### src/rtl/zoom_read_sched.sv
`timescale 1ns/1ps
// zoom_read_sched: 2x-zoom read-request scheduler for the 720p frame buffer.
// Walks a 640x360 window of the 1280x720 frame, issuing every source row twice.
// Ports:
//   clk_in, rst_n_in           : UI clock, async active-low reset
//   calib_done_in              : memory calibration complete, starts scheduling
//   zoom_view_x, zoom_view_y   : window origin, sampled only between frames
//   read_axis_af               : read FIFO almost full, throttles requests
//   req_valid/req_ready/req_addr : read request stream (128-bit word address)
//   rsp_valid                  : read response accepted
//   rsp_tlast, frame_done      : last response word of a frame, and pulse after
//   outstanding                : requests issued but not yet answered
module zoom_read_sched #(
    parameter int MAX_OUTSTANDING = 8
) (
    input  logic        clk_in,
    input  logic        rst_n_in,
    input  logic        calib_done_in,
    input  logic [11:0] zoom_view_x,
    input  logic [10:0] zoom_view_y,
    input  logic        read_axis_af,
    output logic        req_valid,
    input  logic        req_ready,
    output logic [26:0] req_addr,
    input  logic        rsp_valid,
    output logic        rsp_tlast,
    output logic        frame_done,
    output logic [3:0]  outstanding
);
    localparam logic [3:0]  MAX_O    = 4'(MAX_OUTSTANDING);
    localparam logic [26:0] ROW_W    = 27'd160;
    localparam logic [15:0] RSP_LAST = 16'd57599;

    typedef enum logic [1:0] {IDLE, LOAD, ISSUE} state_t;

    state_t      state;
    logic [6:0]  col;
    logic        dup;
    logic [8:0]  srow;
    logic [26:0] row_base;
    logic [6:0]  x0w;
    logic [15:0] rsp_cnt;
    logic [3:0]  out_cnt;

    logic [11:0] vx;
    logic [6:0]  x0w_nxt;
    logic [10:0] y0;
    logic [26:0] y0_w;
    logic [26:0] row_base_nxt;
    logic        req_hs;
    logic        last_req;

    // View clamping keeps the window inside the stored frame.
    assign vx           = zoom_view_x >> 3;
    assign x0w_nxt      = (vx > 12'd80) ? 7'd80 : vx[6:0];
    assign y0           = (zoom_view_y > 11'd360) ? 11'd360 : zoom_view_y;
    assign y0_w         = {16'd0, y0};
    assign row_base_nxt = (y0_w << 7) + (y0_w << 5);

    assign req_valid = (state == ISSUE) && (out_cnt < MAX_O) && !read_axis_af;
    assign req_addr  = (state == ISSUE)
                     ? row_base + {20'd0, x0w} + {20'd0, col}
                     : 27'd0;
    assign req_hs    = req_valid && req_ready;
    assign last_req  = req_hs && (srow == 9'd359) && dup && (col == 7'd79);

    assign rsp_tlast   = (rsp_cnt == RSP_LAST);
    assign outstanding = out_cnt;

    always_ff @(posedge clk_in or negedge rst_n_in) begin
        if (!rst_n_in) begin
            state    <= IDLE;
            col      <= '0;
            dup      <= 1'b0;
            srow     <= '0;
            row_base <= '0;
            x0w      <= '0;
        end else begin
            unique case (state)
                IDLE: begin
                    if (calib_done_in)
                        state <= LOAD;
                end
                LOAD: begin
                    x0w      <= x0w_nxt;
                    row_base <= row_base_nxt;
                    col      <= '0;
                    dup      <= 1'b0;
                    srow     <= '0;
                    state    <= ISSUE;
                end
                ISSUE: begin
                    if (req_hs) begin
                        if (col == 7'd79) begin
                            col <= '0;
                            dup <= ~dup;
                            // Second pass of a row done: step to next source row.
                            if (dup) begin
                                srow     <= srow + 9'd1;
                                row_base <= row_base + ROW_W;
                            end
                        end else begin
                            col <= col + 7'd1;
                        end
                        // Next frame starts without waiting for responses.
                        if (last_req)
                            state <= LOAD;
                    end
                end
                default: state <= IDLE;
            endcase
        end
    end

    // Saturating in-flight counter; a stray response at zero is ignored.
    always_ff @(posedge clk_in or negedge rst_n_in) begin
        if (!rst_n_in) begin
            out_cnt <= '0;
        end else begin
            unique case (1'b1)
                req_hs && !rsp_valid && (out_cnt < MAX_O):
                    out_cnt <= out_cnt + 4'd1;
                rsp_valid && !req_hs && (out_cnt != 4'd0):
                    out_cnt <= out_cnt - 4'd1;
                default: ;
            endcase
        end
    end

    always_ff @(posedge clk_in or negedge rst_n_in) begin
        if (!rst_n_in) begin
            rsp_cnt    <= '0;
            frame_done <= 1'b0;
        end else begin
            frame_done <= rsp_valid && rsp_tlast;
            if (rsp_valid)
                rsp_cnt <= rsp_tlast ? 16'd0 : rsp_cnt + 16'd1;
        end
    end
endmodule

### config.mk
export PLATFORM = sky130hd
export DESIGN_NAME = zoom_read_sched
export DESIGN_NICKNAME = d
export VERILOG_FILES = /design/src/rtl/zoom_read_sched.sv
export SDC_FILE = /design/constraint.sdc
export NUM_CORES = 1
export LEC_CHECK = 0
export CORE_AREA = 5 5 93 182
export CTS_CLUSTER_DIAMETER = 150
export DETAILED_ROUTE_END_ITERATION = 12
export DIE_AREA = 0 0 98 187
export GPL_TIMING_DRIVEN = 1
export PLACE_DENSITY_LB_ADDON = 0.12
export SYNTH_ARGS = -nofsm -noshare
export SYNTH_HDL_FRONTEND = slang
export SYNTH_SLANG_ARGS = --single-unit
### constraint.sdc
create_clock -name clk_in -period 4.35 [get_ports clk_in]
set_input_delay 0.6525 -clock clk_in [delete_from_list [all_inputs] [get_ports clk_in]]
set_output_delay 0.6525 -clock clk_in [all_outputs]
set_load 0.1 [all_outputs]
; Word level (Yosys, flattened, before mapping)
; Cells that the tools add are included.
[op_classes]
addsub = 9
n_lt_le_gt_ge = 3
eq_ne = 10
mux = 23
bitwise_logic = 1
n_reduce_logical = 22
[ops]
columns = cell, n
row1 = two-way mux 27 bit, 4
row2 = adder 27 x 7 -> 27 bit, 2
row3 = case mux 27 bit (2 select lines), 1
row4 = adder 27 x 8 -> 27 bit (second input constant), 1
row5 = two-way mux 9 bit, 3
row6 = two-way mux 7 bit, 3
row7 = adder 18 x 16 -> 19 bit, 1
row8 = case mux 9 bit (2 select lines), 1
row9 = adder 16 x 1 -> 16 bit (second input constant), 1
row10 = equality test 16 bit (second input constant), 1
row11 = two-way mux 16 bit, 1
row12 = case mux 7 bit (2 select lines), 1
row13 = greater-than comparator 11 x 9 -> 1 bit (second input constant), 1
row14 = logical AND 1 bit, 11
row15 = two-way mux 11 bit, 1
row16 = adder 9 x 1 -> 9 bit (second input constant), 1
row17 = equality test 9 bit (second input constant), 1
row18 = greater-than comparator 9 x 7 -> 1 bit (second input constant), 1
row19 = != test 2 bit (second input constant), 4
row20 = case mux 4 bit (2 select lines), 1
row21 = adder 7 x 1 -> 7 bit (second input constant), 1
row22 = equality test 7 bit (second input constant), 1
row23 = two-way mux 2 bit, 3
row24 = case mux 2 bit (3 select lines), 1
row25 = 16 further kinds, 21
[totals]
regBits = 74
in_bits = 29
out_inout_bits = 34
wordCells = 77

; Logic depth before layout (Yosys ltp)
; Gate-level depths: netlist of run 1.
[depth]
depth_word = 10
depth_mapped = 11
ltp_nobuf = 11

; Worst setup path before layout of run 1
; Ideal clock, no wire load.
[synth_timing]
path_kind = flip-flop to output port
from = register col[6]
to = output req_addr[14]
t_arrival_ns = 4.941
t_required_ns = 3.697
path_slack_ns = -1.243
path_stages_with_launch = 8
n_path_buf = 1
cell_sequence = dfrtp_1 -> fa_1 -> ha_1 -> o21ai_0 -> nand2b_1 -> o21ai_1 -> clkbuf_1 -> o41ai_1
[synth_via]
elab_chain_len = 2
[synth_lines]
columns = element, line
row1 = "start, declared", 37  ; logic [6:0] col;
row2 = "start signal, assigned", 103  ; col <= col + 7'd1;
row3 = adder 27 x 7 -> 27 bit, 62  ; ? row_base + {20'd0, x0w} + {20'd0, col}
row4 = two-way mux 27 bit, 62
row5 = "end, declared", 24  ; output logic [26:0] req_addr,
; No other way between the ends.

; Worst setup path in the final report of run 1
[layout_timing]
from = input zoom_view_y[3]
to = register row_base[16]
[layout_via]
elab_chain_len = 4
[layout_lines]
columns = element, line
row1 = "start, declared", 20  ; input logic [10:0] zoom_view_y,
row2 = greater-than comparator 11 x 9 -> 1 bit, 56  ; assign y0 = (zoom_view_y > 11'd360) ? 11'd360 : zoom_view_y;
row3 = two-way mux 11 bit *, 56
row4 = adder 18 x 16 -> 19 bit *, 58  ; assign row_base_nxt = (y0_w << 7) + (y0_w << 5);
row5 = case mux 27 bit (2 select lines) *, 79  ; unique case (state)
row6 = "end signal, assigned", 86  ; row_base <= row_base_nxt;
row7 = "end signal, assigned", 100  ; row_base <= row_base + ROW_W;
row8 = "end, declared", 40  ; logic [26:0] row_base;
; Mark *: on every way between the ends. The rest lies on a longest branch, timed or not.
; A chain may end at the register's enable or synchronous reset.

==> metrics.md, run 1 <==
| Metric | Value |
|---|---|
| Async set-or-reset flop fraction in the synthesized netlist | `1.00` |
| Top-count cell post-synth | `dfrtp_1` |
| Pre-CTS setup slack | `-32.9 ps` |
| Die Y | `187 um` |
| Worst R2R Path Depth | `6` |
| Cts bufs inserted | `9` |
| GPL Wtd Cong | `0.823` |
| Worst reg2reg setup slack | `1490 ps` |
| Flops & latches, synth | `69` |
| Final setup viols | `0` |
| Worst EP required | `4570 ps` |
| Synth area leaders | `dfrtp_1, ha_1, xnor2_1` |
| Reg clk slew, reported paths | `60 ps` |
| Mapped Cells | `612` |
| Number of hold buffers added after cts | `0` |
| Initial antenna violation count | `0` |
| Final Instance Count excl. Fillers | `876` |
| DRT antenna net count | `0` |
| Via count | `4,997` |
| Skew-Pair Late Insertion Delay | `330 ps` |
| Syn Area/Cell | `8.62 um^2` |
| DP HPWL | `12,300 um` |
| Via density | `5.70` |
| VDD IR max | `0.000289 V` |
| Yosys warning total | `0` |
| Die ar. | `18,300 um^2` |
| RSZ-0062 raised after global routing | `false` |
| Crit Path Class | `in2reg` |
| First-pass DRT Iterations | `5` |
| Final hold violation count | `0` |
| Bufs on Longest Clock Path | `2` |
| Core footprint | `15,300 um^2` |
| Slew HR | `0.300` |
| Main synth FF type | `dfrtp_1` |
| Sequential share of the synthesized area | `0.327` |
| CTS Sinks | `69` |
| Initial core utilization | `0.345` |
| Synth area leader | `dfrtp_1` |
| I/O Buffers | `59` |
| Placed Cells incl. Taps | `860` |
| Post-synth top area share | `0.327` |
| TritonCTS clock tree | `done` |
| Final wirelength | `16,100 um` |
| Routed len/inst | `18.4 um` |
| Initial drt markers | `251` |
| Reg2reg start | `col[0]` |
| Crit. End Element | `flop` |
| Layout Skew | `10.9 ps` |
| CTS resizes | `0` |
| Vias in the first global route | `5,089` |
| Final Worst Setup Slack | `334 ps` |
| Final worst-path cycle share | `0.923` |
| Synth top cells by count | `dfrtp_1, nand2_1, nor2_1` |
| Lkg Pwr | `2.74 nW` |
| Fin nets | `730` |
| Gr usage total | `0.177` |
| Startpoint Class | `primary input` |
| Post-synth EDFFs | `0` |
| CP max FO | `3` |
| Row cnt | `64` |
| Yosys cell types | `74` |
| Fin crit period | `4020 ps` |
| Die X | `98 um` |
| Crit path DAT | `4240 ps` |
| Clock Tree Root | `clkbuf_16` |
| DRC Markers | `0` |
| H-tree depth | `3` |
| Max-slew violation count | `0` |
| Layout cell share with drive strength beyond 1 | `0.161` |
| Fmax | `249 MHz` |
| Fill cells | `1,504` |
| IO Count | `63` |
| Syn nets | `669` |
| Status | `finished clean` |
| PD cells | `577 nW/um^2` |
| Remaining global-route overflow | `0` |
| N_diodes | `0` |
| Max Cap Viol | `0` |
| Pin count of the biggest net entering global routing | `39` |
| First-pass GRT wire length | `26,400 um` |
| Worst slew pin tran | `1050 ps` |
| Mapped cell area | `5280 um^2` |
| R2R Path End | `row_base[16]` |
| Worst hold path class | `in2async` |
| Post-CTS setup repair buffer count | `0` |
| Area Growth Syn to Fin | `25.7%` |
==> registers in the layout (all words and copies together) (netlist names) <==
signal,flops
srow,9
dup,1
x0w,7
rsp_cnt,16
col,7
outstanding,4
row_base,22
state,2
frame_done,1
==> final cells by class <==
class,count,area [um^2],area share
Inverter,18,67.6,0.0102
Clock buffer,10,239,0.0360
Clock inverter,6,38.8,0.00585
Multi-Input combinational cell,494,3410,0.514
Timing Repair Buffer,81,906,0.137
Sequential cell,69,1730,0.260
Tap cell,198,248,0.0374
==> per-stage QoR <==
step                total power [mW]   util  TNS [ps]  cell area, um^2  hold WS, ps
floorplan                       2.52      -         0             5350          357
global placement                3.12  0.415         0             6350          471
detailed placement              3.15  0.415     -32.9             6350          472
CTS                             3.86  0.434         0             6630          437
global route                    4.06  0.434         0             6630          480
finish                          3.83  0.434         0             6630          408
==> kinds of logic (layout without fill, tap and decap cells) <==
kind of cell             count (synthesis)  after routing  share of synthesized area
AND/OR/NAND/NOR                        270            270                      0.280
AO/OA/AOI/OAI                          145            145                      0.187
flip-flops                              69             69                      0.327
buffers and inverters                   49            115                     0.0436
XOR/XNOR                                33             33                     0.0548
adder cells (fa/ha/maj)                 30             30                     0.0773
multiplexers                            15             15                     0.0289
other                                    1              1                   0.000711
==> layer usage <==
layer  share of wire  global-route usage  up-vias
li1                -                   -     2387
met1            0.37               0.183     2469
met2            0.57               0.351      118
met3           0.030              0.0224       23
met4           0.022              0.0608        0
met5               0                   0        -
==> how the worst max path moves through the flow <==
stage | start | endpoint | slack, ps | cells past startpoint
2_1_floorplan | col[1] | req_addr[7] | 60 | 8
3_5_place_dp | zoom_view_y[3] | row_base[16] | -30 | 11
5_1_grt | zoom_view_y[3] | row_base[15] | 170 | 14
3_3_place_gp | zoom_view_y[3] | row_base[16] | 10 | 11
6_report | zoom_view_y[3] | row_base[16] | 330 | 11
4_1_cts | zoom_view_y[3] | row_base[16] | 320 | 11
==> critical path: stages <==
cell	delay, ps
clkdlybuf4s50_1	520
or4b_2	620
o211a_1	250
or3_1	380
ha_1	300
a21o_1	150
maj3_1	390
a221oi_1	400
buf_4	180
o31ai_1	80
a221o_1	300
==> power breakdown <==
part	switching [mW]	total, mW	internal, mW
Clock	0.295	0.694	0.399
Combinational	1.48	2.14	0.662
Sequential	0.213	0.992	0.779
==> placed cells by master, fill, tap and decap left out, types with 22 or more instances in the layout <==
cell,synthesis,final
nor2_1,51,51
dfrtp_1,69,69
clkdlybuf4s50_1,0,30
xnor2_1,27,27
nand2_1,58,58
a21oi_1,38,28
o21ai_0,22,22
nand3_1,23,23
ha_1,23,23
buf_4,1,32
(Power assumes the default switching activity.)
==> inputs of run 2 (changes only) <==
--- a/config.mk
+++ b/config.mk
@@ -5,10 +5,9 @@
 export SDC_FILE = /design/constraint.sdc
 export NUM_CORES = 1
 export LEC_CHECK = 0
-export CORE_AREA = 5 5 93 182
-export CTS_CLUSTER_DIAMETER = 150
+export CORE_AREA = 8 8 96 185
 export DETAILED_ROUTE_END_ITERATION = 12
-export DIE_AREA = 0 0 98 187
+export DIE_AREA = 0 0 104 193
 export GPL_TIMING_DRIVEN = 1
 export PLACE_DENSITY_LB_ADDON = 0.12
 export SYNTH_ARGS = -nofsm -noshare
==> metrics.md, run 2 (same netlist as run 1, synthesis figures left out) <==
| Metric | Value |
|---|---|
| Status | `finished clean` |
| Initial antenna violation count | `0 (unchanged)` |
| Crit Path Class | `reg2out` |
| GPL Wtd Cong | `0.800 (-2.7%)` |
| I/O Buffers | `59 (unchanged)` |
| Largest regs | `row_base: 22 flops, rsp_cnt: 16 flops, srow: 9 flops` |
| Startpoint Class | `flop` |
| Fill cells | `1,550 (+3.1%)` |
| Fin nets | `724 (-0.82%)` |
| RSZ-0062 raised after global routing | `false` |
| H-tree depth | `3 (unchanged)` |
| Fin crit period | `4000 ps (-18.6 ps)` |
| Via count | `4,844 (-3.1%)` |
| N_diodes | `0 (unchanged)` |
| Routed len/inst | `17.3 um (-5.8%)` |
| CTS resizes | `0 (unchanged)` |
| Setup TNS | `0 ps (unchanged)` |
| Skew-Pair Late Insertion Delay | `340 ps (about the same)` |
| CP max FO | `18 (+15)` |
| Crit. End Element | `output port` |
| Row cnt | `65 (+1.6%)` |
| Final hold violation count | `0 (unchanged)` |
| Initial core utilization | `0.341 (-0.00352)` |
| VDD IR max | `0.000333 V (+15%)` |
| Max Cap Viol | `0 (unchanged)` |
| First-pass DRT Iterations | `7 (+2)` |
| Area Growth Syn to Fin | `26.0%` |
| Cts bufs inserted | `9 (unchanged)` |
| Lkg Pwr | `2.73 nW (-0.20%)` |
| Die ar. | `20,100 um^2 (+9.5%)` |
| Initial drt markers | `304 (+21%)` |
| Max FFs per register | `22 (unchanged)` |
| Pin count of the biggest net entering global routing | `70 (+79%)` |
| Layout cell share with drive strength beyond 1 | `0.152 (-0.00898)` |
| Gr usage total | `0.156 (-0.0201)` |
| Largest Register | `row_base` |
| CTS Sinks | `69 (unchanged)` |
| Core footprint | `15,500 um^2 (+1.0%)` |
| Final setup viols | `0 (unchanged)` |
| Die X | `104 um (+6.1%)` |
| Worst EP required | `3700 ps (-870 ps)` |
| PD cells | `595 nW/um^2 (+3.2%)` |
| TritonCTS clock tree | `done` |
| Die Y | `193 um (+3.2%)` |
| DRT antenna net count | `0 (unchanged)` |
| Layout Skew | `7.61 ps (-3.26 ps)` |
| Worst slew pin tran | `969 ps (-77.0 ps)` |
| DRC Markers | `0 (unchanged)` |
| Reg clk slew, reported paths | `60 ps (about the same)` |
| Placed Cells incl. Taps | `857 (-0.35%)` |
| Crit path DAT | `3340 ps (-900 ps)` |
| Worst hold path class | `reg2reg` |
| Final core occ | `0.430 (-0.00353)` |
| Clock Tree Root | `clkbuf_16` |
| Slew HR | `0.352 (+0.0515)` |
| Post-CTS setup repair buffer count | `0 (unchanged)` |
| IO Count | `63 (unchanged)` |
| Commonest non-fill, non-tap cell in the layout | `dfrtp_1` |
| Remaining global-route overflow | `0 (unchanged)` |
| Bufs on Longest Clock Path | `2 (unchanged)` |
| First-pass GRT wire length | `25,400 um (-3.9%)` |
| Max-slew violation count | `0 (unchanged)` |
| Final wirelength | `15,100 um (-6.2%)` |
| Final worst-path cycle share | `0.919 (-0.00428)` |
| Vias in the first global route | `4,840 (-4.9%)` |
| Fmax | `250 MHz (+0.47%)` |
| Final Instance Count excl. Fillers | `873 (-0.34%)` |
| Commonest non-fill, non-tap cells in the layout | `dfrtp_1, nand2_1, nor2_1` |
| Number of hold buffers added after cts | `0 (unchanged)` |
| Via density | `5.55 (-2.7%)` |
| DP HPWL | `10,800 um (-12%)` |
## run 2: layer usage
metal | GRT usage | wire (um) | up-vias
met3 | 0.0246 | 552 | 13
met1 | 0.194 | 6960 | 2357
li1 | - | - | 2378
met4 | 0.0533 | 194 | 0
met5 | 0 | 0 | -
met2 | 0.271 | 7430 | 96
## run 2: worst paths after layout
check / slack (ps) / cells after the start / to / start
min in group asynchronous: 530 / 2 / row_base[15] / rst_n_in
worst min register to register: 500 / 1 / rsp_cnt[4] / rsp_cnt[4]
max in group asynchronous: 3210 / 2 / row_base[20] / rst_n_in
worst max-delay path: 350 / 8 / req_addr[16] / col[5]
worst min-delay path: 500 / 1 / rsp_cnt[4] / rsp_cnt[4]
worst max register to register: 1740 / 6 / row_base[13] / state[0]
## run 2: stage by stage
step,setup WS [ps],total power [mW],cell area [um^2],hold WS [ps]
floorplan,55.3,2.52,5350,357
global placement,132,3.12,6310,477
detailed placement,132,3.14,6310,495
CTS,348,3.99,6650,507
global route,213,4.19,6650,515
finish,353,3.96,6650,496
## run 2: report_power, final
group | switching, mW | internal, mW
combinational | 1.45 | 0.660
sequential | 0.230 | 0.778
clock | 0.324 | 0.513
## run 2: cell type report
class                      instances  area, um^2  share of cell area
inverter                          18        67.6              0.0102
clock inverter                     7         105              0.0158
timing repair buffer              75         863               0.130
tap                              201         251              0.0378
multi-input combinational        494        3410               0.513
clock buffer                       9         225              0.0339
sequential                        69        1730               0.260
## run 2: worst max-delay path, cell delays in order (launching register included)
cell,delay (ps)
dfrtp_1,470
fa_1,570
ha_1,200
or3_1,200
nor2_1,60
o21a_1,320
or4_2,740
a21oi_2,230
buf_12,200
